<file path="src/rtl/multicycle_controller.sv">
// Multi-cycle control unit for an RV32I core with optional M extension.
// Sequences each instruction through FETCH/DECODE/EXEC/MEMORY/WRITEBACK. Handshakes with
// the instruction memory, the data memory and a multi-cycle ALU. Illegal words park it in TRAP.
module multicycle_controller #(
  parameter bit          ENABLE_M = 1'b1,
  parameter int unsigned OP_W     = 5
) (
  input  logic            clk,
  input  logic            rst_n,
  input  logic [31:0]     instr,
  input  logic            imem_ready,
  input  logic            dmem_ready,
  input  logic            alu_done,
  input  logic            br_taken,
  output logic            imem_req,
  output logic            ir_we,
  output logic            pc_we,
  output logic            pc_src,
  output logic            sela,
  output logic            selb,
  output logic [OP_W-1:0] op,
  output logic [2:0]      op_b,
  output logic            alu_start,
  output logic            dmem_req,
  output logic            dmem_we,
  output logic            we,
  output logic [1:0]      wb_sel,
  output logic            illegal,
  output logic [2:0]      state
);

  typedef enum logic [2:0] {
    StFetch     = 3'd0,
    StDecode    = 3'd1,
    StExec      = 3'd2,
    StMemory    = 3'd3,
    StWriteback = 3'd4,
    StTrap      = 3'd5
  } state_e;

  // RV32I major opcodes
  localparam logic [6:0] OpcLui    = 7'b0110111;
  localparam logic [6:0] OpcAuipc  = 7'b0010111;
  localparam logic [6:0] OpcJal    = 7'b1101111;
  localparam logic [6:0] OpcJalr   = 7'b1100111;
  localparam logic [6:0] OpcBranch = 7'b1100011;
  localparam logic [6:0] OpcLoad   = 7'b0000011;
  localparam logic [6:0] OpcStore  = 7'b0100011;
  localparam logic [6:0] OpcImm    = 7'b0010011;
  localparam logic [6:0] OpcReg    = 7'b0110011;
  localparam logic [6:0] OpcFence  = 7'b0001111;

  // ALU opcodes
  localparam logic [OP_W-1:0] OpAdd = OP_W'(1);
  localparam logic [OP_W-1:0] OpSub = OP_W'(2);
  localparam logic [OP_W-1:0] OpSll = OP_W'(3);
  localparam logic [OP_W-1:0] OpSrl = OP_W'(4);
  localparam logic [OP_W-1:0] OpSra = OP_W'(5);
  localparam logic [OP_W-1:0] OpSlu = OP_W'(6);
  localparam logic [OP_W-1:0] OpSlt = OP_W'(7);
  localparam logic [OP_W-1:0] OpOr  = OP_W'(8);
  localparam logic [OP_W-1:0] OpAnd = OP_W'(9);
  localparam logic [OP_W-1:0] OpXor = OP_W'(10);
  localparam logic [OP_W-1:0] OpSiu = OP_W'(11);
  localparam logic [OP_W-1:0] OpAiu = OP_W'(12);
  localparam logic [OP_W-1:0] OpMul = OP_W'(13);

  // Branch-logic opcodes
  localparam logic [2:0] BrZer = 3'd1;
  localparam logic [2:0] BrNzr = 3'd2;
  localparam logic [2:0] BrJmp = 3'd5;

  // Writeback sources
  localparam logic [1:0] WbAlu = 2'd0;
  localparam logic [1:0] WbMem = 2'd1;
  localparam logic [1:0] WbPc4 = 2'd2;

  state_e state_q, state_d;

  logic [31:0] ir_q;
  logic [6:0]  opc;
  logic [2:0]  funct3;
  logic [6:0]  funct7;
  logic        unused_ir;

  // Decoded (combinational) view of the latched word
  logic [OP_W-1:0] d_op;
  logic [2:0]      d_op_b;
  logic            d_sela, d_selb;
  logic [1:0]      d_wb_sel;
  logic            d_branch, d_jump, d_load, d_store, d_mop, d_fence, d_illegal;

  // Registered decode results, stable from DECODE until the next DECODE
  logic [OP_W-1:0] op_q;
  logic [2:0]      op_b_q;
  logic            sela_q, selb_q;
  logic [1:0]      wb_sel_q;
  logic            branch_q, jump_q, load_q, store_q, mop_q, fence_q;

  // Set once the ALU start pulse has been issued for the current M op
  logic alu_busy_q;

  assign opc       = ir_q[6:0];
  assign funct3    = ir_q[14:12];
  assign funct7    = ir_q[31:25];
  assign unused_ir = ^{ir_q[24:15], ir_q[11:7]};

  function automatic logic [OP_W-1:0] alu_op(input logic [2:0] fn3, input logic alt);
    logic [OP_W-1:0] res;
    case (fn3)
      3'b000:  res = alt ? OpSub : OpAdd;
      3'b001:  res = OpSll;
      3'b010:  res = OpSlt;
      3'b011:  res = OpSlu;
      3'b100:  res = OpXor;
      3'b101:  res = alt ? OpSra : OpSrl;
      3'b110:  res = OpOr;
      default: res = OpAnd;
    endcase
    return res;
  endfunction

  // Instruction register: loaded on the accepted fetch
  always_ff @(posedge clk or negedge rst_n) begin
    if (!rst_n) begin
      ir_q <= '0;
    end else if (state_q == StFetch && imem_ready) begin
      ir_q <= instr;
    end
  end

  // Instruction decode of the latched word
  always_comb begin
    d_op      = '0;
    d_op_b    = '0;
    d_sela    = 1'b0;
    d_selb    = 1'b0;
    d_wb_sel  = WbAlu;
    d_branch  = 1'b0;
    d_jump    = 1'b0;
    d_load    = 1'b0;
    d_store   = 1'b0;
    d_mop     = 1'b0;
    d_fence   = 1'b0;
    d_illegal = 1'b0;
    case (opc)
      OpcReg: begin
        d_sela = 1'b1;
        d_selb = 1'b1;
        if (funct7 == 7'b0000001) begin
          if (ENABLE_M) begin
            d_mop = 1'b1;
            d_op  = OpMul + OP_W'(funct3);
          end else begin
            d_illegal = 1'b1;
          end
        end else if (funct7 == 7'b0000000) begin
          d_op = alu_op(funct3, 1'b0);
        end else if (funct7 == 7'b0100000 && (funct3 == 3'b000 || funct3 == 3'b101)) begin
          d_op = alu_op(funct3, 1'b1);
        end else begin
          d_illegal = 1'b1;
        end
      end
      OpcImm: begin
        d_sela = 1'b1;
        // Only the shift forms constrain the upper bits; elsewhere they are immediate
        if (funct3 == 3'b001 && funct7 != 7'b0000000) begin
          d_illegal = 1'b1;
        end else if (funct3 == 3'b101 && funct7 != 7'b0000000 && funct7 != 7'b0100000) begin
          d_illegal = 1'b1;
        end else begin
          d_op = alu_op(funct3, funct3 == 3'b101 && funct7[5]);
        end
      end
      OpcLoad: begin
        d_sela   = 1'b1;
        d_op     = OpAdd;
        d_wb_sel = WbMem;
        d_load   = 1'b1;
        if (funct3 == 3'b011 || funct3 == 3'b110 || funct3 == 3'b111) begin
          d_illegal = 1'b1;
        end
      end
      OpcStore: begin
        d_sela  = 1'b1;
        d_op    = OpAdd;
        d_store = 1'b1;
        if (funct3[2] || funct3 == 3'b011) begin
          d_illegal = 1'b1;
        end
      end
      OpcBranch: begin
        d_sela   = 1'b1;
        d_selb   = 1'b1;
        d_branch = 1'b1;
        // Equality via subtract-and-test-zero; ordering via set-less-than result
        case (funct3)
          3'b000:  begin d_op = OpSub; d_op_b = BrZer; end
          3'b001:  begin d_op = OpSub; d_op_b = BrNzr; end
          3'b100:  begin d_op = OpSlt; d_op_b = BrNzr; end
          3'b101:  begin d_op = OpSlt; d_op_b = BrZer; end
          3'b110:  begin d_op = OpSlu; d_op_b = BrNzr; end
          3'b111:  begin d_op = OpSlu; d_op_b = BrZer; end
          default: d_illegal = 1'b1;
        endcase
      end
      OpcJal: begin
        d_op     = OpAdd;
        d_op_b   = BrJmp;
        d_wb_sel = WbPc4;
        d_jump   = 1'b1;
      end
      OpcJalr: begin
        d_sela   = 1'b1;
        d_op     = OpAdd;
        d_op_b   = BrJmp;
        d_wb_sel = WbPc4;
        d_jump   = 1'b1;
        if (funct3 != 3'b000) begin
          d_illegal = 1'b1;
        end
      end
      OpcLui: begin
        d_op = OpSiu;
      end
      OpcAuipc: begin
        d_op = OpAiu;
      end
      OpcFence: begin
        d_fence = 1'b1;
      end
      default: begin
        // Includes SYSTEM, which this core does not implement
        d_illegal = 1'b1;
      end
    endcase
  end

  // Decode register: captured in DECODE only
  always_ff @(posedge clk or negedge rst_n) begin
    if (!rst_n) begin
      op_q     <= '0;
      op_b_q   <= '0;
      sela_q   <= 1'b0;
      selb_q   <= 1'b0;
      wb_sel_q <= WbAlu;
      branch_q <= 1'b0;
      jump_q   <= 1'b0;
      load_q   <= 1'b0;
      store_q  <= 1'b0;
      mop_q    <= 1'b0;
      fence_q  <= 1'b0;
    end else if (state_q == StDecode) begin
      op_q     <= d_op;
      op_b_q   <= d_op_b;
      sela_q   <= d_sela;
      selb_q   <= d_selb;
      wb_sel_q <= d_wb_sel;
      branch_q <= d_branch;
      jump_q   <= d_jump;
      load_q   <= d_load;
      store_q  <= d_store;
      mop_q    <= d_mop;
      fence_q  <= d_fence;
    end
  end

  // ALU-busy flag: low in the first EXEC cycle so the start pulse fires exactly once
  always_ff @(posedge clk or negedge rst_n) begin
    if (!rst_n) begin
      alu_busy_q <= 1'b0;
    end else begin
      alu_busy_q <= (state_q == StExec) && mop_q;
    end
  end

  // State register
  always_ff @(posedge clk or negedge rst_n) begin
    if (!rst_n) begin
      state_q <= StFetch;
    end else begin
      state_q <= state_d;
    end
  end

  // Next-state logic
  always_comb begin
    state_d = state_q;
    case (state_q)
      StFetch: begin
        if (imem_ready) begin
          state_d = StDecode;
        end
      end
      StDecode: begin
        state_d = d_illegal ? StTrap : StExec;
      end
      StExec: begin
        if (mop_q) begin
          // A done coinciding with the start pulse belongs to nothing we issued
          if (alu_busy_q && alu_done) begin
            state_d = StWriteback;
          end
        end else if (branch_q) begin
          state_d = StFetch;
        end else if (load_q || store_q) begin
          state_d = StMemory;
        end else begin
          state_d = StWriteback;
        end
      end
      StMemory: begin
        if (dmem_ready) begin
          state_d = store_q ? StFetch : StWriteback;
        end
      end
      StWriteback: begin
        state_d = StFetch;
      end
      StTrap: begin
        state_d = StTrap;
      end
      default: begin
        state_d = StFetch;
      end
    endcase
  end

  // Output logic: strobes are decoded from the state register so reset clears them at once
  always_comb begin
    imem_req  = 1'b0;
    ir_we     = 1'b0;
    pc_we     = 1'b0;
    pc_src    = 1'b0;
    alu_start = 1'b0;
    dmem_req  = 1'b0;
    dmem_we   = 1'b0;
    we        = 1'b0;
    illegal   = 1'b0;
    case (state_q)
      StFetch: begin
        // Gated by reset so the request stays low while reset is held
        imem_req = rst_n;
        ir_we    = rst_n & imem_ready;
      end
      StExec: begin
        if (mop_q) begin
          alu_start = ~alu_busy_q;
        end else if (branch_q) begin
          pc_we  = 1'b1;
          pc_src = br_taken;
        end else if (jump_q) begin
          pc_we  = 1'b1;
          pc_src = 1'b1;
        end
      end
      StMemory: begin
        dmem_req = 1'b1;
        dmem_we  = store_q;
        pc_we    = store_q & dmem_ready;
      end
      StWriteback: begin
        we    = ~fence_q;
        pc_we = ~jump_q;
      end
      StTrap: begin
        illegal = 1'b1;
      end
      default: begin
      end
    endcase
  end

  assign op     = op_q;
  assign op_b   = op_b_q;
  assign sela   = sela_q;
  assign selb   = selb_q;
  assign wb_sel = wb_sel_q;
  assign state  = state_q;

endmodule
</file>
<file path="config.mk">
export PLATFORM = sky130hd
export DESIGN_NAME = multicycle_controller
export DESIGN_NICKNAME = d
export VERILOG_FILES = /design/src/rtl/multicycle_controller.sv
export SDC_FILE = /design/constraint.sdc
export NUM_CORES = 1
export LEC_CHECK = 0
export CORE_ASPECT_RATIO = 1.1
export CORE_MARGIN = 3
export CORE_UTILIZATION = 49
export DETAILED_ROUTE_END_ITERATION = 6
export GPL_TIMING_DRIVEN = 0
export PLACE_DENSITY_LB_ADDON = 0.25
export SYNTH_ARGS = -nofsm -noshare
export SYNTH_HDL_FRONTEND = slang
export SYNTH_SLANG_ARGS = --single-unit
</file>
<file path="constraint.sdc">
create_clock -name clk -period 3 [get_ports clk]
set_input_delay 0.9 -clock clk [delete_from_list [all_inputs] [get_ports clk]]
set_output_delay 0.9 -clock clk [all_outputs]
set_load 0.02 [all_outputs]
</file>
### Word level (Yosys, flattened, before mapping)

Index checks and enable logic that the tools add are counted.

* register bits: 54
* output and inout port bits: 24
* word-level logic and storage cells: 136

* add/sub/neg operators: 1
* equality and inequality tests: 28
* muxes and demuxes: 58
* bitwise logic cells: 5
* reduce and logical (&&, ||, !) cells: 30

Operator list (number)
* case mux 4 bit (7 select lines): 3
* 2-to-1 mux 1 bit: 33
* case mux 5 bit (6 select lines): 1
* == test 7 x 6 -> 1 bit, second input constant: 4
* 2-to-1 mux 3 bit: 8
* == test 7 bit, second input constant: 3
* == test 3 bit, second input constant: 6
* case mux 3 bit (5 select lines): 1
* == test 7 x 5 -> 1 bit, second input constant: 2
* == test 3 x 2 -> 1 bit, second input constant: 4
* 2-to-1 mux 4 bit: 3
* OR reduction 6 bit: 2
* 2-to-1 mux 5 bit: 2
* OR reduction 2 bit: 5
* case mux 3 bit (3 select lines): 1
* logical AND 1 bit: 8
* case mux 2 bit (2 select lines): 2
* OR reduction 4 bit: 2
* == test 7 x 1 -> 1 bit, second input constant: 1
* == test 7 x 2 -> 1 bit, second input constant: 1
* == test 7 x 4 -> 1 bit, second input constant: 1
* zero test 7 bit: 1
* inequality test 7 x 6 -> 1 bit, second input constant: 1
* case mux 1 bit (7 select lines): 1
* 15 further kinds: 26

### Longest topological paths before layout

Gate-level depths: netlist of run 1.

* depth after elaboration: 9
* gate-level depth with buffers: 8
* depth with buffers taken out: 7

### Worst setup path before layout of run 1

OpenSTA, ideal clock, no wires.

* path kind: register -> output
* from: register state_q[2] (netlist: state[2])
* to: output pc_we
* arrival: 1.731 ns
* required time: 2.100 ns
* path slack: 0.369 ns
* stages on the path, launching flop included: 6
* buffers on the path: 1
* cells stage by stage: dfrtp_1 > buf_2 > nand2b_1 > nor2_1 > and2_1 > a22o_1

* longest elaborated chain between the ends: 2
* elaborated cells between the ends (all ways): 4

Ends and longest elaborated chain
* start: declaration: RTL line 78 `state_e state_q, state_d;`
* start signal: assignment: RTL line 281 `state_q <= StFetch;`
* start signal: assignment: RTL line 283 `state_q <= state_d;`
* == test 3 bit or == test 3 x 2 -> 1 bit (tied branches): RTL line 341 `case (state_q)`
* case mux 1 bit (3 select lines) (*): RTL line 341
* end: declaration: RTL line 17 `output logic pc_we,`

Every way passes the cells marked *; elsewhere a longest branch is shown, timed or not.

### Final worst setup path of run 1

* from: input rst_n
* to: output imem_req

* longest elaborated chain between the ends: 1

Ends and longest elaborated chain
* start: declaration: RTL line 9 `input logic rst_n,`
* 2-to-1 mux 1 bit: RTL line 341
* end: declaration: RTL line 15 `output logic imem_req,`

No other way between the ends.

==> results.txt, run 1 <==
The flow ran to the end, and the final reports show no timing, DRC or antenna violations. In this run the count of I/O pins placed on the die edge is 62. The die is 72.6 um wide. The pre-antenna-repair detailed-routing pass consisted of 4 iterations.

Number of global-route vias before repair: 2011. Leading area contributor after synthesis: sky130_fd_sc_hd__dfrtp_1. The hold violation count in the final report came out at 0. The multi-input combinational cells in the finished layout cover a total of 0.00129 mm^2. TritonCTS built the clock tree. For the pin with the worst max-slew slack, the measured transition is 0.873 ns. Entering global routing, the biggest net connects 41 pins. In this run the tightest slew margin relative to its limit is 41.3%. The run gives 0 as the number of warnings reported in the yosys synthesis log. The total of endpoints with negative setup slack in the final report is 0.

The remaining antenna violation count after routing is 0, and the floorplan core area is 0.00468 mm^2. The count of nets after finishing is 360, and the count of H-tree levels built during CTS is 2. The tools report the placed wire-length estimate after detailed placement as 4.20 mm. Number of antenna violations at the first check in global routing: 0. In the routed design, unresolved DRC markers number 0. The proportion of synthesized flip-flops having asynchronous set or reset was 100%.

The run gives 9.47 mm as the wire length of the first global-routing pass. After technology mapping, the gate count stands at 262. The type of the most critical hold path was register to register. The element type at the critical path start was an input port. Dividing the detail-routed via count by the number of cells gives 5.81. After detailed routing, the average wire length per cell comes to 14.9 um. Aggregate global routing overflow: 0.

For the maximum VDD drop, the log shows 0.000460 V. By count the netlist is led by sky130_fd_sc_hd__dfrtp_1, sky130_fd_sc_hd__nand2_1, sky130_fd_sc_hd__o21ai_0. The insertion delay of the later-clocked pin in the worst-skew pair was 0.29 ns. The setup path with the least slack is of type input port to primary output.

The critical path capture point type is a primary output. Number of synthesized flops with an enable pin: 0. Clock tree synthesis selected as its root buffer the cell sky130_fd_sc_hd__clkbuf_8. For the final-report max-slew violation count, the log shows 0. The flip-flop and latch area is 951 um^2.

Overall die height: 79.3 um. The number of antenna diodes in the final layout is 0. The count of input and output buffers was 46; the number of placement rows was 26. In this run the static leakage power is 1.31 nW. Yosys attributes the largest share of cell area to sky130_fd_sc_hd__dfrtp_1, sky130_fd_sc_hd__o21ai_0, sky130_fd_sc_hd__nand2_1. For the number of buffers inserted during clock tree synthesis, the log shows 5. In this run the post-CTS setup repair buffer count came out at 0. The clock net in this run drives a total of 38 sinks. Data arrives at the worst endpoint at 2.01 ns.

The cell area that synthesis handed to floorplanning was 0.00239 mm^2. The logs give 51.0% for the starting density of the core and 0 ns for the setup TNS. The worst clock skew on the final layout is 0.00284 ns, and the post-layout instance area is 0.00307 mm^2.

After detailed placement, the total cell area comes to 0.00292 mm^2. At the end of routability-driven placement, the weighted congestion stood at 0.903. Dividing the synthesized area by the synthesized cell count gives 9.13 um^2.

The area growth from synthesis to layout works out to 28.3%. Max-cap check violation count: 0. The part of the cycle the worst path needs was 97.1%. After the first detailed-routing iteration, the DRC count stood at 146. The clock passes through at most 2 buffers. The top-area cell type share of the netlist area works out to 39.8%. For this run, the register share of the synthesized area comes to 39.8%. The area enclosed by the die boundary was 0.00576 mm^2. Number of flip-flops and latches in the synthesized netlist: 38. The routed layout has 2161 vias. Setup repair after global routing left no endpoint under its margin. In this run, post-CTS hold repair placed 0 buffers.

The smallest clock period supported by the final layout is computed as 2.91 ns. The total routing usage reported by global routing is 20.8%, and the power density relative to cell area is 941 mW/mm^2. Clock-pin slew was measured on the worst setup and hold paths at 0.07 ns. Most frequently used flop master after synthesis: sky130_fd_sc_hd__dfrtp_1. At the worst endpoint, the required time is 2.10 ns. In the post-synthesis netlist, the cell with the most instances is sky130_fd_sc_hd__dfrtp_1. The total nets after synthesis was 307. The layout has 401 filler cells.

Of all nets on the critical path, the largest fanout is 40. In the final layout, the share of cells above drive strength 1 is 14.6%. The routed design has 5.53 mm of wire.

The maximum clock frequency is 343 MHz, and the count of cell types in the netlist is 60.
==> final timing paths <==
kind	slack (ns)	start	to	cells past startpoint
hold / removal	0.48	fence_q$_DFFE_PN0P_	fence_q$_DFFE_PN0P_	2
setup / recovery	0.09	rst_n	imem_req	3
min in group asynchronous	0.50	rst_n	alu_busy_q$_DFF_PN0_	1
setup reg to reg	0.39	ir_q[14]$_DFFE_PN0P_	op[1]$_DFFE_PN0P_	8
hold reg to reg	0.48	fence_q$_DFFE_PN0P_	fence_q$_DFFE_PN0P_	2
max in group asynchronous	2.24	rst_n	ir_q[12]$_DFFE_PN0P_	1
==> stage by stage <==
step / total power, W / hold WS (ns) / std cells / util [%] / worst slack, ns
after floorplan: 0.00190 / 0.445 / 262 / - / 0.369
after global placement: 0.00232 / 0.462 / 364 / 62.4 / -1.44
after detailed placement: 0.00235 / 0.465 / 364 / 62.3 / -0.381
after CTS: 0.00289 / 0.481 / 372 / 65.4 / 0.0531
after global routing: 0.00311 / 0.504 / 372 / 65.5 / 0.00986
final: 0.00289 / 0.477 / 372 / 65.5 / 0.0877
==> timing repair <==
| item | 4_1_cts | 5_1_grt |
|---|---|---|
| endpoints found under the hold margin | 0 | 0 |
| resized for setup | 6 | 1 |
| setup endpoints to repair | 4 | 1 |
==> per-layer routing <==
| metal | wire [um] | track usage (%) | part of all wire (%) | vias to the layer above |
|---|---|---|---|---|
| met4 | 48 | 4.61 | 0.87 | 0 |
| met1 | 2380 | 26.4 | 43 | 1025 |
| met3 | 337 | 3.92 | 6.1 | 6 |
| li1 | - | - | - | 1057 |
| met2 | 2770 | 36.2 | 50 | 73 |
| met5 | 0 | 0 | 0 | - |
==> power by group <==
group          internal, W  switching, W  leakage (nW)
registers         0.000689      0.000206         0.484
logic             0.000632      0.000827         0.752
clock network     0.000355      0.000178        0.0714
==> flip-flops by register name, indices dropped and copies added, names as in the netlist, 3 cells and up <==
name,count
ir_q,17
op,5
state,3
op_b,3
==> cells in the final DEF (no fill, tap or decap), types with 2 or more instances in the layout <==
cell type	synthesis	layout
sky130_fd_sc_hd__nor3_2	2	2
sky130_fd_sc_hd__clkbuf_1	4	4
sky130_fd_sc_hd__clkdlybuf4s50_1	0	41
sky130_fd_sc_hd__o32ai_1	2	2
sky130_fd_sc_hd__nor3_1	8	8
sky130_fd_sc_hd__clkbuf_8	0	6
sky130_fd_sc_hd__or3_1	2	2
sky130_fd_sc_hd__buf_2	5	4
sky130_fd_sc_hd__mux2i_1	2	2
sky130_fd_sc_hd__or4_1	2	2
sky130_fd_sc_hd__nor2b_1	2	2
sky130_fd_sc_hd__a2bb2oi_1	2	2
sky130_fd_sc_hd__a21oi_1	17	17
sky130_fd_sc_hd__inv_1	13	13
sky130_fd_sc_hd__o21ai_0	27	27
sky130_fd_sc_hd__nand4b_1	2	2
sky130_fd_sc_hd__o21ai_1	3	3
sky130_fd_sc_hd__buf_6	3	4
sky130_fd_sc_hd__buf_4	2	3
sky130_fd_sc_hd__bufinv_16	0	2
sky130_fd_sc_hd__dfrtp_1	38	38
sky130_fd_sc_hd__nor3b_2	2	2
sky130_fd_sc_hd__nand2b_1	7	7
sky130_fd_sc_hd__ha_1	7	7
sky130_fd_sc_hd__a31oi_1	5	5
sky130_fd_sc_hd__nand2_1	34	34
sky130_fd_sc_hd__nor4_1	2	2
sky130_fd_sc_hd__o31ai_1	5	5
sky130_fd_sc_hd__dlygate4sd2_1	0	3
sky130_fd_sc_hd__nor2_1	14	14
sky130_fd_sc_hd__mux2_2	10	10
sky130_fd_sc_hd__a211oi_1	2	2
sky130_fd_sc_hd__and2_1	3	3
sky130_fd_sc_hd__and3_1	2	2
sky130_fd_sc_hd__nand3_1	4	4
==> cell families after synthesis <==
family | share of synthesized area [%]
AO/OA/AOI/OAI | 20.7
adder cells (fa/ha/maj) | 3.66
buffers and inverters | 6.17
flip-flops | 39.8
multiplexers | 5.55
AND/OR/NAND/NOR | 24.1
==> worst max-delay path, stage by stage <==
cell	delay [ns]
sky130_fd_sc_hd__buf_6	0.29
sky130_fd_sc_hd__and2_1	0.20
sky130_fd_sc_hd__clkdlybuf4s50_1	0.61
==> cell type report <==
class	count	area share (%)
inverters	15	1.92
clock inverters	2	1.96
well taps	56	2.28
multi-input cells	195	42.1
clock buffers	6	2.69
plain buffers	14	2.98
flip-flops and latches	38	31.0
repair buffers	46	15.0
Note: power is estimated with default switching activity, not from simulation.
==> run 2, diff against run 1 <==
--- a/config.mk
+++ b/config.mk
@@ -6,7 +6,6 @@
 export NUM_CORES = 1
 export LEC_CHECK = 0
 export CORE_ASPECT_RATIO = 1.1
-export CORE_MARGIN = 3
 export CORE_UTILIZATION = 49
 export DETAILED_ROUTE_END_ITERATION = 6
 export GPL_TIMING_DRIVEN = 0
==> results.txt, run 2 (synthesis results as in run 1) <==
The reg-to-reg startpoint was ir_q[14]$_DFFE_PN0P_ (unchanged). The part of the cycle the worst path needs was 96.2% (was 97.1%). The number of antenna violations at the first check in global routing is 0 (unchanged). The tools report the wire length of the first global-routing pass as 9.20 mm (was 9.47 mm).

The type of the most critical hold path is register to register (unchanged). The count of nets after finishing came out at 360 (unchanged). The run gives 0 (unchanged) as the hold violation count in the final report. The routability congestion estimate from global placement is 0.916 (was 0.903).

The tools report the flip-flop and latch area as 951 um^2 (unchanged). For the starting density of the core, the log shows 51.4% (was 51.0%). The aggregate global routing overflow came out at 0 (unchanged). The worst-case reg-to-reg path depth came out at 8 (unchanged). Total routing usage reported by global routing: 24.2% (was 20.8%).

The via count of the routed design was 2131 (was 2161); the fraction of power consumed by combinational cells was 52.3% (was 50.5%). The run gives 4 (unchanged) as the total iterations of the first detailed-routing run. TritonCTS built the clock tree. Portion of total power attributed to the clock network: 15.4% (was 18.4%).

Peak fanout along the critical path: 40 (unchanged). Leading cell types in the layout, fill and taps excluded: sky130_fd_sc_hd__clkdlybuf4s50_1, sky130_fd_sc_hd__dfrtp_1, sky130_fd_sc_hd__nand2_1 (unchanged). The DRC violation count after routing is 0 (unchanged). The logs give 0.00122 W (was 0.00121 W) for the switching power of the nets and 1961 (was 2011) for the number of global-route vias before repair.

The tools report the sequential fraction of design power as 32.3% (was 31.0%). Maximum clock frequency: 347 MHz (was 343 MHz). Most frequent standard cell in the layout excluding fill and tap cells: sky130_fd_sc_hd__clkdlybuf4s50_1 (unchanged).

The endpoint of the most critical register-to-register path is op[1]$_DFFE_PN0P_ (unchanged). The fraction of layout cells with a size suffix above 1 was 13.9% (was 14.6%). The number of standard cells in the layout, taps in and fillers out was 372 (unchanged); the chip width was 68.6 um (was 72.6 um). The multi-input logic area was 0.00129 mm^2 (unchanged). Number of buffers inserted during clock tree synthesis: 5 (unchanged). For the worst clock skew on the final layout, the log shows 0.00844 ns (was 0.00284 ns). The setup slack after placement is -0.374 ns (was -0.381 ns). The power density relative to cell area is 920 mW/mm^2 (was 941 mW/mm^2).

The tools report the insertion delay of the later-clocked pin in the worst-skew pair as 0.30 ns (was 0.29 ns). The worst-case register-to-register setup slack is 0.35 ns (was 0.39 ns), and the remaining antenna violation count after routing is 0 (unchanged). The logs give 1.29 nW (was 1.31 nW) for the leakage dissipation and 364 (unchanged) for the total placed cells including tap cells. The tools report the element type at the critical path start as an input port (unchanged). The mean routed wirelength per cell came out at 15.2 um (was 14.9 um). The tools report the launch instance of the worst min-delay path as op_b[1]$_DFFE_PN0P_ (was fence_q$_DFFE_PN0P_).

The run gives 2.10 ns (about the same) as the data required time of the worst path. The worst hold endpoint was op_b[1]$_DFFE_PN0P_ (was fence_q$_DFFE_PN0P_). The run gives 1.99 ns (was 2.01 ns) as the arrival time reported for the critical path endpoint. The total internal power was 0.00157 W (was 0.00168 W). The vias per cell works out to 5.73 (was 5.81).

The clock slew seen by the registers of the worst setup and hold paths was 0.07 ns (about the same); the number of clock sinks was 38 (unchanged). The run gives 0.114 ns (was 0.0877 ns) as the post-layout worst setup margin. The slew of the pin with the lowest slew margin is 0.804 ns (was 0.873 ns), and the I/O pin count is 62 (unchanged).

The flip-flop count of the largest register, all copies and words added came out at 17 (unchanged). For the number of placement rows, the log shows 26 (unchanged). For the final-report max-slew violation count, the log shows 0 (unchanged). The tools report the number of filler cells placed in the layout as 407 (was 401). The classification of the worst setup path was input port to primary output (unchanged).

The tools report the maximum VDD drop as 0.000459 V (was 0.000460 V). Setup repair after global routing left no endpoint under its margin. The area growth from synthesis to layout works out to 26.7% (was 28.3%). The tools report the area enclosed by the die boundary as 0.00516 mm^2 (was 0.00576 mm^2). The flow ran to the end, and the final reports show no timing, DRC or antenna violations. The post-layout minimum cycle time came out at 2.89 ns (was 2.91 ns).

Overall die height: 75.3 um (was 79.3 um). The register with the most flip-flops is ir_q (unchanged). The number of cells traversed by the worst hold path came out at 2 (unchanged). Slowest cell on the critical path: sky130_fd_sc_hd__clkdlybuf4s50_1 (unchanged).

CP Cell Sequence: buf_6 > and2_1 > clkdlybuf4s50_1 (unchanged). The count of input and output buffers works out to 46 (unchanged). The largest stage delay on the critical path is 0.60 ns (was 0.61 ns), and the number of diodes added for antenna fixing is 0 (unchanged). The initial detailed-routing violation count came out at 143 (was 146).

The tools report the count of H-tree levels built during CTS as 2 (unchanged). The switching share of total power came out at 43.7% (was 41.9%). The tools report the critical path capture point type as a primary output (unchanged).

The beginning of the critical path is rst_n (unchanged). The tools report the max-cap check violation count as 0 (unchanged). The final routed wirelength across all metal layers came out at 5.66 mm (was 5.53 mm). The clock tree root buffer cell is sky130_fd_sc_hd__clkbuf_8 (unchanged). The placed wire-length estimate after detailed placement came out at 4.23 mm (was 4.20 mm). The maximum number of pins on one net before global-route repair is 41 (unchanged). The total of endpoints with negative setup slack in the final report was 0 (unchanged). The floorplan core area was 0.00465 mm^2 (was 0.00468 mm^2).

The logs give 46.0% (was 41.3%) for the worst max-slew margin expressed relative to the limit and 2 (unchanged) for the buffer levels on the longest clock path.
[run 2: changes by cell type in the layout (fill, tap and decap cells not counted)]
cell and change:
sky130_fd_sc_hd__clkbuf_1 +2, sky130_fd_sc_hd__clkbuf_8 -1, sky130_fd_sc_hd__bufinv_16 -1
[run 2: cell type report]
| type | count | area share (%) |
|---|---|---|
| clock inverters | 1 | 0.991 |
| flip-flops and latches | 38 | 31.4 |
| inverters | 15 | 1.94 |
| repair buffers | 46 | 15.2 |
| well taps | 56 | 2.31 |
| plain buffers | 14 | 3.01 |
| multi-input cells | 195 | 42.7 |
| clock buffers | 7 | 2.52 |
[run 2: metrics by stage]
| stage | instance area, um^2 | util [%] | power [W] | hold slack, ns | setup TNS, ns |
|---|---|---|---|---|---|
| floorplan | 2390 | - | 0.00190 | 0.445 | 0 |
| global placement | 2920 | 62.8 | 0.00233 | 0.461 | -3.00 |
| detailed placement | 2920 | 62.7 | 0.00235 | 0.465 | -0.892 |
| CTS | 3030 | 65.1 | 0.00279 | 0.482 | 0 |
| global route | 3030 | 65.1 | 0.00300 | 0.515 | 0 |
| finish | 3030 | 65.1 | 0.00279 | 0.482 | 0 |
[run 2: what timing repair did]
item,CTS,global route
hold buffers,0,0
setup buffers,0,0
gates resized for setup,6,1
setup endpoints to repair,4,1
[run 2: worst max-delay path by stage]
stage          endpoint  slack, ns  cells past startpoint
6_report       imem_req       0.11                      3
3_5_place_dp      ir_we      -0.37                      3
2_1_floorplan     pc_we       0.37                      5
5_1_grt        imem_req       0.02                      3
4_1_cts        imem_req       0.09                      3
3_3_place_gp      ir_we      -1.43                      3
[run 2: metal layers]
| layer | track usage, % | part of all wire (%) | wire, um | up-vias |
|---|---|---|---|---|
| met3 | 5.00 | 4.2 | 236 | 12 |
| met5 | 0 | 0 | 0 | - |
| met2 | 40.4 | 49 | 2760 | 62 |
| li1 | - | - | - | 1053 |
| met1 | 30.8 | 45 | 2550 | 1004 |
| met4 | 8.10 | 1.9 | 108 | 0 |
[run 2: power groups by stage]
stage	sequential (W)	combinational, W	clock [W]
6_report	0.000900	0.00146	0.000431
3_3_place_gp	0.000898	0.00143	0
3_5_place_dp	0.000906	0.00145	0
2_1_floorplan	0.000930	0.000967	0
5_1_grt	0.000925	0.00161	0.000461
4_1_cts	0.000897	0.00146	0.000436
[run 2: worst max-delay path: cells and delay by family]
kind / cells / cell delay, ns
buf+inv: 2 / 0.89
simple gates: 1 / 0.18
==> run 3, diff against run 2 <==
--- a/config.mk
+++ b/config.mk
@@ -5,11 +5,13 @@
 export SDC_FILE = /design/constraint.sdc
 export NUM_CORES = 1
 export LEC_CHECK = 0
+export ABC_CLOCK_PERIOD_IN_PS = 3000
 export CORE_ASPECT_RATIO = 1.1
 export CORE_UTILIZATION = 49
 export DETAILED_ROUTE_END_ITERATION = 6
 export GPL_TIMING_DRIVEN = 0
 export PLACE_DENSITY_LB_ADDON = 0.25
+export SETUP_SLACK_MARGIN = 0.02
 export SYNTH_ARGS = -nofsm -noshare
 export SYNTH_HDL_FRONTEND = slang
 export SYNTH_SLANG_ARGS = --single-unit
==> results.txt, run 3 (synthesis results as in run 1) <==
The run gives 2131 (unchanged) as the via count of the routed design. The area growth from synthesis to layout was 26.8% (was 26.7%); the initial detailed-routing violation count was 143 (unchanged). Kind of cell with the highest combined delay on the critical path: buffers and inverters (unchanged). Total routing usage reported by global routing: 24.2% (unchanged). The run finished with clean final reports.

The routability congestion estimate from global placement came out at 0.916 (unchanged). The part of the cycle the worst path needs is 96.0% (was 96.2%), and the switching share of total power is 43.7% (about the same). The count of input and output buffers works out to 46 (unchanged).

The count of H-tree levels built during CTS is 2 (unchanged), and the clock slew seen by the registers of the worst setup and hold paths is 0.07 ns (about the same). The element type at the critical path start is an input port (unchanged). The chip width was 68.6 um (unchanged). The register with the most flip-flops is ir_q (unchanged). The overall die height works out to 75.3 um (unchanged).

Setup repair after global routing left no endpoint under its margin. The number of global-route vias before repair was 1961 (unchanged). For the area enclosed by the die boundary, the log shows 0.00516 mm^2 (unchanged). The total internal power is 0.00157 W (about the same).

The worst-case reg-to-reg path depth works out to 8 (unchanged). The clock tree root buffer cell is sky130_fd_sc_hd__clkbuf_8 (unchanged). The portion of total power attributed to the clock network was 15.4% (about the same). TritonCTS built the clock tree. The flip-flop count of the largest register, all copies and words added is 17 (unchanged). The I/O pin count is 62 (unchanged).

The worst max-slew margin expressed relative to the limit was 46.0% (unchanged). The remaining antenna violation count after routing was 0 (unchanged). Hold violation count in the final report: 0 (unchanged). Arrival time reported for the critical path endpoint: 1.98 ns (was 1.99 ns). The max-cap check violation count is 0 (unchanged), and the number of filler cells placed in the layout is 407 (unchanged). The placed wire-length estimate after detailed placement was 4.23 mm (unchanged). The vias per cell was 5.73 (unchanged); the number of diodes added for antenna fixing was 0 (unchanged). Maximum clock frequency: 347 MHz (about the same). Mean routed wirelength per cell: 15.2 um (about the same). CP Cell Sequence: clkbuf_8 > and2_1 > clkdlybuf4s50_1 (was buf_6 > and2_1 > clkdlybuf4s50_1). Classification of the worst setup path: input port to primary output (unchanged). The run gives 2 (unchanged) as the buffer levels on the longest clock path. The final routed wirelength across all metal layers was 5.66 mm (about the same). The total placed cells including tap cells was 364 (unchanged). The insertion delay of the later-clocked pin in the worst-skew pair is 0.30 ns (about the same), and the number of cells on the critical path is 3 (unchanged). For the leakage dissipation, the log shows 1.29 nW (about the same).

The tools report the final-report max-slew violation count as 0 (unchanged). The slowest cell on the critical path is sky130_fd_sc_hd__clkdlybuf4s50_1 (unchanged). The total of endpoints with negative setup slack in the final report is 0 (unchanged), and the wire length of the first global-routing pass is 9.20 mm (unchanged).

Maximum number of pins on one net before global-route repair: 41 (unchanged). The total iterations of the first detailed-routing run is 4 (unchanged), and the fraction of power consumed by combinational cells is 52.3% (about the same). The most frequent standard cell in the layout excluding fill and tap cells is sky130_fd_sc_hd__clkdlybuf4s50_1 (unchanged). The tools report the switching power of the nets as 0.00122 W (unchanged).

For the sequential fraction of design power, the log shows 32.3% (about the same). The slew of the pin with the lowest slew margin came out at 0.804 ns (unchanged). Number of buffers inserted during clock tree synthesis: 5 (unchanged). The peak fanout along the critical path works out to 40 (unchanged). The DRC violation count after routing is 0 (unchanged).

The data required time of the worst path is 2.10 ns (about the same), and the largest stage delay on the critical path is 0.60 ns (about the same). The number of cells traversed by the worst hold path came out at 2 (unchanged). The number of standard cells in the layout, taps in and fillers out came out at 372 (unchanged). The count of nets after finishing was 360 (unchanged); the aggregate global routing overflow was 0 (unchanged). The run gives 0.00465 mm^2 (unchanged) as the floorplan core area.

The post-layout minimum cycle time works out to 2.88 ns (was 2.89 ns). The type of the most critical hold path was register to register (unchanged). The run gives 0.482 ns (unchanged) as the worst hold slack after final layout.

Starting density of the core: 51.4% (unchanged). The worst clock skew on the final layout is 0.00844 ns (unchanged). Buffers plus inverters on the worst setup path: 2 (unchanged). The number of clock sinks was 38 (unchanged); the power density relative to cell area was 919 mW/mm^2 (was 920 mW/mm^2).

The number of antenna violations at the first check in global routing was 0 (unchanged). Leading cell types in the layout, fill and taps excluded: sky130_fd_sc_hd__clkdlybuf4s50_1, sky130_fd_sc_hd__dfrtp_1, sky130_fd_sc_hd__nand2_1 (unchanged). The maximum VDD drop is 0.000459 V (about the same).

The critical path capture point type is a primary output (unchanged). Fraction of layout cells with a size suffix above 1: 13.9% (unchanged). The run gives 26 (unchanged) as the number of placement rows.
==> run 3: cell count changes in the layout (fill, tap and decap cells not counted), sizes merged <==
cell / delta
clkbuf: +1
buf: -1
==> run 3: path summary, 6_finish.rpt <==
kind                                            from                    to  slack, ns
worst max register to register  ir_q[14]$_DFFE_PN0P_     op[1]$_DFFE_PN0P_       0.35
min in group asynchronous                      rst_n  alu_busy_q$_DFF_PN0_       0.50
worst min register to register   op_b[1]$_DFFE_PN0P_   op_b[1]$_DFFE_PN0P_       0.48
max in group asynchronous                      rst_n  ir_q[25]$_DFFE_PN0P_       2.25
worst min-delay path             op_b[1]$_DFFE_PN0P_   op_b[1]$_DFFE_PN0P_       0.48
worst max-delay path                           rst_n              imem_req       0.12
==> run 3: cell type report <==
| type | instances | area (um^2) | share of cell area (%) |
|---|---|---|---|
| buffer | 14 | 91.3 | 3.01 |
| inverter | 15 | 58.8 | 1.94 |
| sequential | 38 | 951 | 31.4 |
| tap | 56 | 70.1 | 2.31 |
| clock inverter | 1 | 30.0 | 0.990 |
| clock buffer | 7 | 76.3 | 2.52 |
| multi-input combinational | 195 | 1290 | 42.6 |
| timing repair buffer | 46 | 463 | 15.3 |
==> run 3: metrics by stage <==
stage | util [%] | setup slack (ns) | cell area, um^2 | TNS [ns] | power, W
6_report | 65.2 | 0.119 | 3030 | 0 | 0.00279
5_1_grt | 65.2 | 0.0346 | 3030 | 0 | 0.00300
4_1_cts | 65.1 | 0.0863 | 3030 | 0 | 0.00279
3_5_place_dp | 62.7 | -0.374 | 2920 | -0.892 | 0.00235
3_3_place_gp | 62.8 | -1.43 | 2920 | -3.00 | 0.00233
2_1_floorplan | - | 0.369 | 2390 | 0 | 0.00190
==> run 3: tightest hold or removal path, delay by kind of cell (launching register included) <==
| family | cells | cell delay (ns) |
|---|---|---|
| simple gates | 2 | 0.10 |
| flops | 1 | 0.35 |
==> run 3: metal layers <==
layer  global-route usage [%]  wire (um)  share of wire [%]
met2                     40.4       2760                 49
met3                     5.00        241                4.3
met4                     8.10        108                1.9
met5                        0          0                  0
met1                     30.8       2550                 45
==> run 3: what timing repair did <==
action	in CTS	in global routing
setup endpoints to repair	4	2
setup buffers	0	0
gates resized for setup	6	2
hold buffers	0	0
==> run 3: power groups by stage <==
stage	sequential [W]	clock (W)	combinational, W
finish	0.000900	0.000431	0.00146
global route	0.000925	0.000461	0.00161
CTS	0.000897	0.000436	0.00146
detailed placement	0.000906	0	0.00145
global placement	0.000898	0	0.00143
floorplan	0.000930	0	0.000967
